**src/rtl/snake_pkg.sv**
```systemverilog
// Shared definitions for the snake segment store: default widths, grid
// limits, initial snake placement and the store's state encoding.
package snake_pkg;

  localparam int X_W_DEF      = 6;
  localparam int Y_W_DEF      = 6;
  localparam int S_ADDR_W_DEF = 6;
  localparam int S_LEN_W_DEF  = 7;

  localparam int GRID_W       = 60;
  localparam int GRID_H       = 44;

  localparam int INIT_LEN_DEF = 3;
  localparam int START_X_DEF  = 10;
  localparam int START_Y_DEF  = 10;

  typedef enum logic [1:0] {
    ST_INIT,
    ST_IDLE,
    ST_SCAN,
    ST_COMMIT
  } state_t;

endpackage

```
**src/rtl/snake_seg_ram.sv**
```systemverilog
// Snake body storage: depth x {x,y} register array with one write port and
// two independent registered read ports (self-collision scan, renderer query).
// Reads return the pre-write contents when they hit the address being written.
module snake_seg_ram
  import snake_pkg::*;
#(
  parameter int AW = S_ADDR_W_DEF,
  parameter int DW = X_W_DEF + Y_W_DEF
) (
  input  logic          clk,
  input  logic          reset_n,
  input  logic          wr_en,
  input  logic [AW-1:0] wr_addr,
  input  logic [DW-1:0] wr_data,
  input  logic [AW-1:0] scan_addr,
  output logic [DW-1:0] scan_data,
  input  logic [AW-1:0] query_addr,
  output logic [DW-1:0] query_data
);

  logic [DW-1:0] mem [0:(1<<AW)-1];

  // Body cell write; contents are rebuilt on every init so no reset needed.
  always_ff @(posedge clk) begin
    if (wr_en) mem[wr_addr] <= wr_data;
  end

  // Registered read ports; outputs start at zero out of reset.
  always_ff @(posedge clk) begin
    if (!reset_n) begin
      scan_data  <= '0;
      query_data <= '0;
    end else begin
      scan_data  <= mem[scan_addr];
      query_data <= mem[query_addr];
    end
  end

endmodule

```
**src/rtl/snake_segment_store.sv**
```systemverilog
// Snake body owner: circular buffer of (x,y) cells with head at head_ptr.
// Serves per-pixel segment queries and applies move/grow requests after a
// self-collision scan. Optional macro SEG_STORE_TAIL_OUT_EN adds the
// tail_x_out/tail_y_out/tail_pop_out ports reporting each vacated cell.
module snake_segment_store
  import snake_pkg::*;
#(
  parameter int X        = X_W_DEF,
  parameter int Y        = Y_W_DEF,
  parameter int S_ADDR_W = S_ADDR_W_DEF,
  parameter int S_LEN_W  = S_LEN_W_DEF,
  parameter int INIT_LEN = INIT_LEN_DEF,
  parameter int START_X  = START_X_DEF,
  parameter int START_Y  = START_Y_DEF
) (
  input  logic                clk,
  input  logic                reset_n,
  input  logic                clear_in,
  input  logic                move_req_in,
  input  logic                grow_in,
  input  logic [X-1:0]        new_head_x_in,
  input  logic [Y-1:0]        new_head_y_in,
  output logic                busy_out,
  output logic                done_out,
  output logic                self_hit_out,
  output logic [S_LEN_W-1:0]  length_out,
  output logic [X-1:0]        head_x_out,
  output logic [Y-1:0]        head_y_out,
  input  logic [S_ADDR_W-1:0] query_addr_in,
  output logic [X-1:0]        query_x_out,
  output logic [Y-1:0]        query_y_out,
  output logic                query_valid_out
`ifdef SEG_STORE_TAIL_OUT_EN
  ,
  output logic [X-1:0]        tail_x_out,
  output logic [Y-1:0]        tail_y_out,
  output logic                tail_pop_out
`endif
);

  localparam logic [S_LEN_W-1:0]  DEPTH      = S_LEN_W'(1 << S_ADDR_W);
  localparam logic [S_LEN_W-1:0]  INIT_LEN_L = S_LEN_W'(INIT_LEN);
  localparam logic [S_LEN_W-1:0]  L_ONE      = 1;
  localparam logic [S_ADDR_W-1:0] A_ONE      = 1;
  localparam logic [X-1:0]        START_X_L  = X'(START_X);
  localparam logic [Y-1:0]        START_Y_L  = Y'(START_Y);

  state_t               state;
  logic [S_LEN_W-1:0]   init_cnt;
  logic [S_ADDR_W-1:0]  head_ptr;
  logic [X-1:0]         cand_x;
  logic [Y-1:0]         cand_y;
  logic                 grow_q;
  logic [S_LEN_W-1:0]   scan_n;
  logic [S_LEN_W-1:0]   issue_idx;
  logic                 rd_vld_p1;

  logic                 wr_en;
  logic [S_ADDR_W-1:0]  wr_addr;
  logic [X+Y-1:0]       wr_data;
  logic [S_ADDR_W-1:0]  scan_addr;
  logic [X+Y-1:0]       scan_data_p1;
  logic [X+Y-1:0]       query_data;
  logic                 issue_last;
  logic                 hit_p1;

  snake_seg_ram #(
    .AW (S_ADDR_W),
    .DW (X + Y)
  ) u_ram (
    .clk        (clk),
    .reset_n    (reset_n),
    .wr_en      (wr_en),
    .wr_addr    (wr_addr),
    .wr_data    (wr_data),
    .scan_addr  (scan_addr),
    .scan_data  (scan_data_p1),
    .query_addr (head_ptr + query_addr_in),
    .query_data (query_data)
  );

  assign query_x_out = query_data[X+Y-1:Y];
  assign query_y_out = query_data[Y-1:0];

  assign issue_last = (issue_idx == scan_n);
  assign hit_p1     = rd_vld_p1 && (scan_data_p1 == {cand_x, cand_y});

  // Write port: init fills segment i at address i, commit writes the new head.
  always_comb begin
    wr_en   = 1'b0;
    wr_addr = '0;
    wr_data = '0;
    if (!clear_in) begin
      if (state == ST_INIT && init_cnt != INIT_LEN_L) begin
        wr_en   = 1'b1;
        wr_addr = init_cnt[S_ADDR_W-1:0];
        wr_data = {START_X_L - X'(init_cnt), START_Y_L};
      end else if (state == ST_COMMIT) begin
        wr_en   = 1'b1;
        wr_addr = head_ptr - A_ONE;
        wr_data = {cand_x, cand_y};
      end
    end
  end

`ifdef SEG_STORE_TAIL_OUT_EN
  logic [S_LEN_W-1:0] len_m1;
  assign len_m1 = length_out - L_ONE;

  // Once the scan has issued its last read, fetch the tail so it is ready in COMMIT.
  always_comb begin
    if (issue_last) scan_addr = head_ptr + len_m1[S_ADDR_W-1:0];
    else            scan_addr = head_ptr + issue_idx[S_ADDR_W-1:0];
  end
`else
  assign scan_addr = head_ptr + issue_idx[S_ADDR_W-1:0];
`endif

  // Latch the proposed head when a move is accepted.
  always_ff @(posedge clk) begin
    if (state == ST_IDLE && move_req_in && !clear_in) begin
      cand_x <= new_head_x_in;
      cand_y <= new_head_y_in;
    end
  end

  // Control FSM: init fill, idle, pipelined collision scan, commit.
  always_ff @(posedge clk) begin
    if (!reset_n) begin
      state        <= ST_INIT;
      init_cnt     <= '0;
      head_ptr     <= '0;
      length_out   <= '0;
      busy_out     <= 1'b1;
      done_out     <= 1'b0;
      self_hit_out <= 1'b0;
      head_x_out   <= '0;
      head_y_out   <= '0;
      grow_q       <= 1'b0;
      scan_n       <= '0;
      issue_idx    <= '0;
      rd_vld_p1    <= 1'b0;
`ifdef SEG_STORE_TAIL_OUT_EN
      tail_x_out   <= '0;
      tail_y_out   <= '0;
      tail_pop_out <= 1'b0;
`endif
    end else if (clear_in) begin
      state      <= ST_INIT;
      init_cnt   <= '0;
      head_ptr   <= '0;
      length_out <= '0;
      busy_out   <= 1'b1;
      done_out   <= 1'b0;
      rd_vld_p1  <= 1'b0;
`ifdef SEG_STORE_TAIL_OUT_EN
      tail_pop_out <= 1'b0;
`endif
    end else begin
      done_out <= 1'b0;
`ifdef SEG_STORE_TAIL_OUT_EN
      tail_pop_out <= 1'b0;
`endif
      case (state)
        ST_INIT: begin
          if (init_cnt == INIT_LEN_L) begin
            state    <= ST_IDLE;
            busy_out <= 1'b0;
          end else begin
            init_cnt   <= init_cnt + L_ONE;
            length_out <= length_out + L_ONE;
            head_x_out <= START_X_L;
            head_y_out <= START_Y_L;
          end
        end
        ST_IDLE: begin
          if (move_req_in) begin
            grow_q    <= grow_in;
            scan_n    <= grow_in ? length_out : length_out - L_ONE;
            issue_idx <= '0;
            rd_vld_p1 <= 1'b0;
            busy_out  <= 1'b1;
            state     <= ST_SCAN;
          end
        end
        ST_SCAN: begin
          // stage p0: issue next read; stage p1: compare returned cell
          if (!issue_last) issue_idx <= issue_idx + L_ONE;
          rd_vld_p1 <= !issue_last;
          if (hit_p1) begin
            done_out     <= 1'b1;
            self_hit_out <= 1'b1;
            busy_out     <= 1'b0;
            rd_vld_p1    <= 1'b0;
            state        <= ST_IDLE;
          end else if (issue_last && (rd_vld_p1 || scan_n == '0)) begin
            rd_vld_p1 <= 1'b0;
            state     <= ST_COMMIT;
          end
        end
        ST_COMMIT: begin
          head_ptr   <= head_ptr - A_ONE;
          head_x_out <= cand_x;
          head_y_out <= cand_y;
          if (grow_q && length_out != DEPTH) length_out <= length_out + L_ONE;
          done_out     <= 1'b1;
          self_hit_out <= 1'b0;
          busy_out     <= 1'b0;
          state        <= ST_IDLE;
`ifdef SEG_STORE_TAIL_OUT_EN
          tail_pop_out <= !grow_q || (length_out == DEPTH);
          tail_x_out   <= scan_data_p1[X+Y-1:Y];
          tail_y_out   <= scan_data_p1[Y-1:0];
`endif
        end
        default: state <= ST_INIT;
      endcase
    end
  end

  // Query valid flag, registered alongside the query read data.
  always_ff @(posedge clk) begin
    if (!reset_n) query_valid_out <= 1'b0;
    else          query_valid_out <= (S_LEN_W'(query_addr_in) < length_out);
  end

endmodule

```
**config.mk**
```make
export PLATFORM = sky130hd
export DESIGN_NAME = snake_segment_store
export DESIGN_NICKNAME = d
export VERILOG_FILES = /design/src/rtl/snake_pkg.sv /design/src/rtl/snake_seg_ram.sv /design/src/rtl/snake_segment_store.sv
export SDC_FILE = /design/constraint.sdc
export NUM_CORES = 1
export LEC_CHECK = 0
export CAP_MARGIN = 40
export CORE_MARGIN = 3
export CORE_UTILIZATION = 30
export CTS_CLUSTER_DIAMETER = 40
export DETAILED_ROUTE_END_ITERATION = 8
export PLACE_DENSITY = 0.57
export SYNTH_ARGS = -nofsm -noshare
export SYNTH_HDL_FRONTEND = slang
export SYNTH_HIERARCHICAL = 1
export SYNTH_SLANG_ARGS = --single-unit
```
**constraint.sdc**
```tcl
create_clock -name clk -period 9 [get_ports clk]
set_clock_uncertainty 0.1 [all_clocks]
set_input_delay 1.8 -clock clk [delete_from_list [all_inputs] [get_ports clk]]
set_output_delay 1.8 -clock clk [all_outputs]
set_load 0.005 [all_outputs]
```
* Yosys cells after proc, flatten, opt, wreduce, memory -nomap -nowiden *
Memory sizes are Yosys's and may differ from the RTL's. A register that Yosys moved wholly into a read port is not among the register bits.
Cells that the tools add are included.

word-level totals
  flip-flop bits (word level) = 66
  output and inout port bits = 35
  memories kept = 1
  input bits = 23
  RAM bits = 768

cells by class
  order comparisons = 1
  reduce and logical (&&, ||, !) cells = 26
  bitwise logic cells = 3
  mux-type cells = 38
  eq/ne operators = 15
  add/sub/neg operators = 8

memory list
  name       depth  width  rd ports  clocked after Yosys merged registers in  wr ports  RTL line             RTL
  u_ram.mem  64     12     2         2                                        1         snake_seg_ram.sv:21  logic [DW-1:0] mem [0:(1<<AW)-1];

operators by type and width
  operator             number
  $mux 12              3
  $mux 7               5
  $pmux 7 s2           2
  $mux 6               4
  $pmux 6 s2           2
  $add 7x1->7 const B  3
  $reduce_and 3->1     6
  $mux 1               13
  $add 6x6->6          2
  $eq 12x12->1         1
  $mux 2               4
  $ne 2x2->1 const B   4
  $pmux 2 s4           1
  $eq 7x2->1 const B   1
  $eq 7x7->1           1
  $logic_not 7->1      1
  $lt 6x7->1           1
  $ne 7x2->1 const B   1
  $ne 7x7->1 const B   1
  $sub 7x1->7 const B  1
  $logic_and 1x1->1    6
  $pmux 1 s2           3
  $reduce_bool 2->1    3
  $sub 4x6->6 const A  1
  13 further kinds     21

* Depth between registers and ports, before layout *
  depth in word-level cells = 6
  gate-level depth with buffers = 13
  gate-level depth less buffers = 11

* By module *
The synthesis kept the hierarchy.

modules (own cells, without submodules)
  module               times used  area each (sq um)  cells an instance
  snake_seg_ram        1           36414.9            1814
  snake_segment_store  1           3992.6             436

* Worst setup path after synthesis *
No wires, ideal clock.

  path kind = input to register
  from = input clear_in
  to = memory u_ram/mem[0][9] (netlist bit) (data pin)
  arrival time = 7.527 ns
  slack = 0.090 ns
  required time = 7.616 ns
  cell stages on the path = 2
  setup time = 1.284 ns
  cells stage by stage = buf_2 a2111oi_0

between the ends
  word-level cells in the longest chain between the ends = 1

ends and longest elaborated chain
  element               RTL line                   RTL
  from (decl)           snake_segment_store.sv:18  input logic clear_in,
  $mux 12               snake_segment_store.sv:93  if (!clear_in) begin
  named net wr_data[9]  snake_segment_store.sv:60  logic [X+Y-1:0] wr_data;
  to (decl)             snake_seg_ram.sv:21

The timed path passes the listed nets, and every way through them passes these cells.

* Final worst setup path *
  from = input query_addr_in[0]
  to = register u_ram.query_data[8] (read register of u_ram.mem)

between the ends
  word-level cells in the longest chain between the ends = 1

ends and longest elaborated chain
  element      RTL line                   RTL
  from (decl)  snake_segment_store.sv:29  input logic [S_ADDR_W-1:0] query_addr_in,
  $add 6x6->6  snake_segment_store.sv:78  .query_addr (head_ptr + query_addr_in),
  to (decl)    snake_seg_ram.sv:18        output logic [DW-1:0] query_data

Every way passes these cells.
A chain may end at the register's enable or synchronous reset.

==> reports/metrics.yaml <==
placed_design:
  port_buffers: 57
  gp_congestion: 0.912
  dp_hpwl_um: 79600
  dpl.cell_count: 4030
  place_ws_ps: 2890
clocking:
  ctsResizeCount: 0
  clkSinkCount: 858
  root_buffer: "clkbuf_16"
  numCtsBuffers: 121
  clkLatencyLatePin_ps: 700
  cts_buffer_depth: 3
  clk_pin_slew_worst_paths_ps: 60
  cts_hold_buf: 0
  htreeDepth: 3
  tritoncts: "yes"
  post-cts-setup-buffer-count: 0
power_and_ir_drop:
  p_per_area_nw_per_um2: 202
  max-vdd-ir-drop_uv: 171
  p_leak_nw: 15.0
final_layout:
  drive_gt1_share_pct: 33.1
  final_cells: 4262
  fill_cells: 12200
  antenna_cells: 0
  finalNetCount: 2437
  syn_to_final_growth_pct: 19.0
grt:
  grt_max_degree: 132
  gr-usage-all-layers_pct: 17.1
  grt_pass1_wl_um: 177000
  antenna_found_initial: 4
  grt.overflow.total: 0
  grt_pass1_vias: 24200
min_path:
  worstHoldStart: "issue_idx[6]"
  hold_end: "issue_idx[6]"
  hold_class: "reg -> reg"
  hold-path-cell-count: 2
routing:
  drcViolationCount: 0
  wl_um: 122000
  vias: 24100
  via_per_inst: 5.65
  ant_nets: 0
  drtPass1Iterations: 5
  wire_per_inst_um: 28.5
  drt_iter0_markers: 2883
worst_setup_path:
  required_ps: 9450
  critPathMaxFanout: 82
  arrival_ps: 5940
  cp-startpoint: "query_addr_in[0]"
  timing.rr.start: "init_cnt[1]"
  crit_path_start_kind: "input pin"
  r2r-end: "u_ram/mem[23][11]"
  cp-end-kind: "flip-flop"
  reg2regPathDepth: 8
  regToRegSetupSlack_ps: 4300
  critical_path_class: "in -> reg"
sta:
  min_period_over_period_pct: 61.0
  fin_tns_setup_ps: 0
  rsz0062_at_grt: "false"
  setup_ws_ps: 3510
  setup_viol: 0
  period_minus_slack_ps: 5490
  worst_pin_slew_ps: 1060
  slew_viol_final: 0
  final-hold-violation-count: 0
  max_slew_margin_pct: 29.0
  fmax_mhz: 182
yosys:
  synth_top_area_cell: "edfxtp_1"
  synth_top_family_by_area: "multiplexers"
  synth_top_flop_cell: "edfxtp_1"
  yosysWarnings: 6
  synth_mux_area_share_pct: 24.0
  synth_cells: 2250
  synth_top_area_share_pct: 58.0
  synthTopCellsByCount: "780 x edfxtp_1, 389 x mux4_2, 124 x nor2_1"
  syn-num-nets: 2302
  synth_seq_cells: 858
  yosys.area_share.adder_pct: 0.935
  synth_area_leaders: "edfxtp_1 58%, mux4_2 22%, dfxtp_1 3.9%"
  synth.most_common_cell: "edfxtp_1"
  post_synth_and_or_nand_nor_area_fraction_pct: 4.51
  synth_cell_types: 77
  synth_compound_area_share_pct: 4.90
  synth_edf_count: 780
  synth-xor-area-share_pct: 1.28
  syn_avg_cell_area_um2: 18.0
  syn-cell-area_um2: 40400
  ys_seq_area_share_pct: 61.8
  async_flop_share_pct: 0
floorplanning:
  die_width_um: 373
  initial_core_util_pct: 30.2
  core_um2: 134000
  ios: 58
  core.rowCount: 134
  die_y_um: 373
  floorplan.die_area_um2: 139000
flow_run:
  cap_viol_max_count: 0
run_status:
  outcome: "finished clean"
-- per-stage QoR --
step / hold WS [ps] / utilization (%) / instance area [um2] / power [mW]
2_1_floorplan: 345 / - / 40400 / 4.66
3_3_place_gp: 380 / 32.2 / 43100 / 4.80
3_5_place_dp: 397 / 32.8 / 43800 / 4.81
4_1_cts: 402 / 36.0 / 48100 / 9.77
5_1_grt: 431 / 36.0 / 48100 / 9.97
6_report: 403 / 36.0 / 48100 / 9.70
-- layout by cell type (no fill, tap or decap), types with 10 or more instances in the layout --
| master | netlist | layout |
|---|---|---|
| nor3_1 | 16 | 14 |
| clkinv_2 | 0 | 11 |
| o22ai_1 | 51 | 51 |
| clkinvlp_4 | 0 | 19 |
| nand2_1 | 83 | 83 |
| o21ai_1 | 15 | 15 |
| mux2_2 | 19 | 19 |
| inv_1 | 20 | 20 |
| a211oi_1 | 20 | 20 |
| xor2_1 | 19 | 17 |
| buf_8 | 2 | 39 |
| clkinv_4 | 0 | 12 |
| a21oi_1 | 42 | 38 |
| o21ai_0 | 17 | 17 |
| nor2_1 | 124 | 82 |
| nand3_1 | 31 | 31 |
| nand2b_1 | 21 | 21 |
| mux4_2 | 389 | 389 |
| nor2b_1 | 51 | 51 |
| inv_6 | 0 | 25 |
| dfxtp_1 | 78 | 78 |
| ha_1 | 27 | 25 |
| nor2_2 | 0 | 42 |
| clkdlybuf4s50_1 | 0 | 57 |
| xnor2_1 | 40 | 36 |
| mux2i_1 | 64 | 64 |
| buf_4 | 38 | 58 |
| a31oi_1 | 10 | 10 |
| bufinv_16 | 0 | 16 |
| edfxtp_1 | 780 | 780 |
| clkbuf_16 | 0 | 123 |
-- worst max-delay path: stages --
cell             delay (ps)
clkdlybuf4s50_1         480
ha_4                    200
fa_4                   1260
buf_12                  480
nand2_1                 380
a211oi_1                570
nor3_1                  150
a221oi_1                390
o32ai_1                 140
-- per-layer routing --
layer  vias to the layer above  track usage, %  wire, um
li1                       9717               -         -
met1                     12800            23.1     48400
met2                      1326            27.5     57400
met3                       248            3.27     11100
met4                         0            6.48      4800
met5                         -               0         0
-- layout make-up --
| cell class | count | area [um2] | area share (%) |
|---|---|---|---|
| sequential | 858 | 25000 | 51.9 |
| multi-input combinational | 1215 | 14700 | 30.5 |
| timing repair buffer | 167 | 1830 | 3.81 |
| tap | 1768 | 2210 | 4.60 |
| clock inverter | 99 | 1180 | 2.45 |
| clock buffer | 133 | 3130 | 6.50 |
| inverter | 22 | 82.6 | 0.172 |
-- flip-flops by register name (all words and copies together), names as in the netlist, 2 cells and up --
register	flops
u_ram/mem	768
u_ram/query_data	12
u_ram/scan_data	12
init_cnt	7
issue_idx	7
length_out	7
scan_n	7
cand_x	6
cand_y	6
head_ptr	6
head_x_out	6
head_y_out	6
state	2
-- logic make-up (layout without fill, tap and decap cells) --
| logic type | count (synthesis) | after routing |
|---|---|---|
| buffers and inverters | 177 | 421 |
| XOR/XNOR | 59 | 59 |
| multiplexers | 475 | 475 |
| AND/OR/NAND/NOR | 378 | 378 |
| AO/OA/AOI/OAI | 274 | 274 |
| adder cells (fa/ha/maj) | 29 | 29 |
| flip-flops | 858 | 858 |
-- worst max-delay path by stage --
| stage | to | slack, ps | depth (start not counted) |
|---|---|---|---|
| after floorplan | u_ram/mem[0][9] | 90 | 2 |
| after global placement | u_ram/query_data[4] | 2900 | 9 |
| after detailed placement | u_ram/query_data[8] | 2890 | 9 |
| after CTS | u_ram/query_data[8] | 3610 | 9 |
| after global routing | u_ram/query_data[8] | 3420 | 9 |
| final | u_ram/query_data[8] | 3510 | 9 |
-- report_power, final --
group	total, mW	switching (mW)	internal [mW]
registers	4.35	0.0180	4.33
logic	0.375	0.223	0.152
clock network	4.97	1.94	3.03
total	9.70	2.18	7.52
Note: power is estimated with default switching activity, not from simulation.
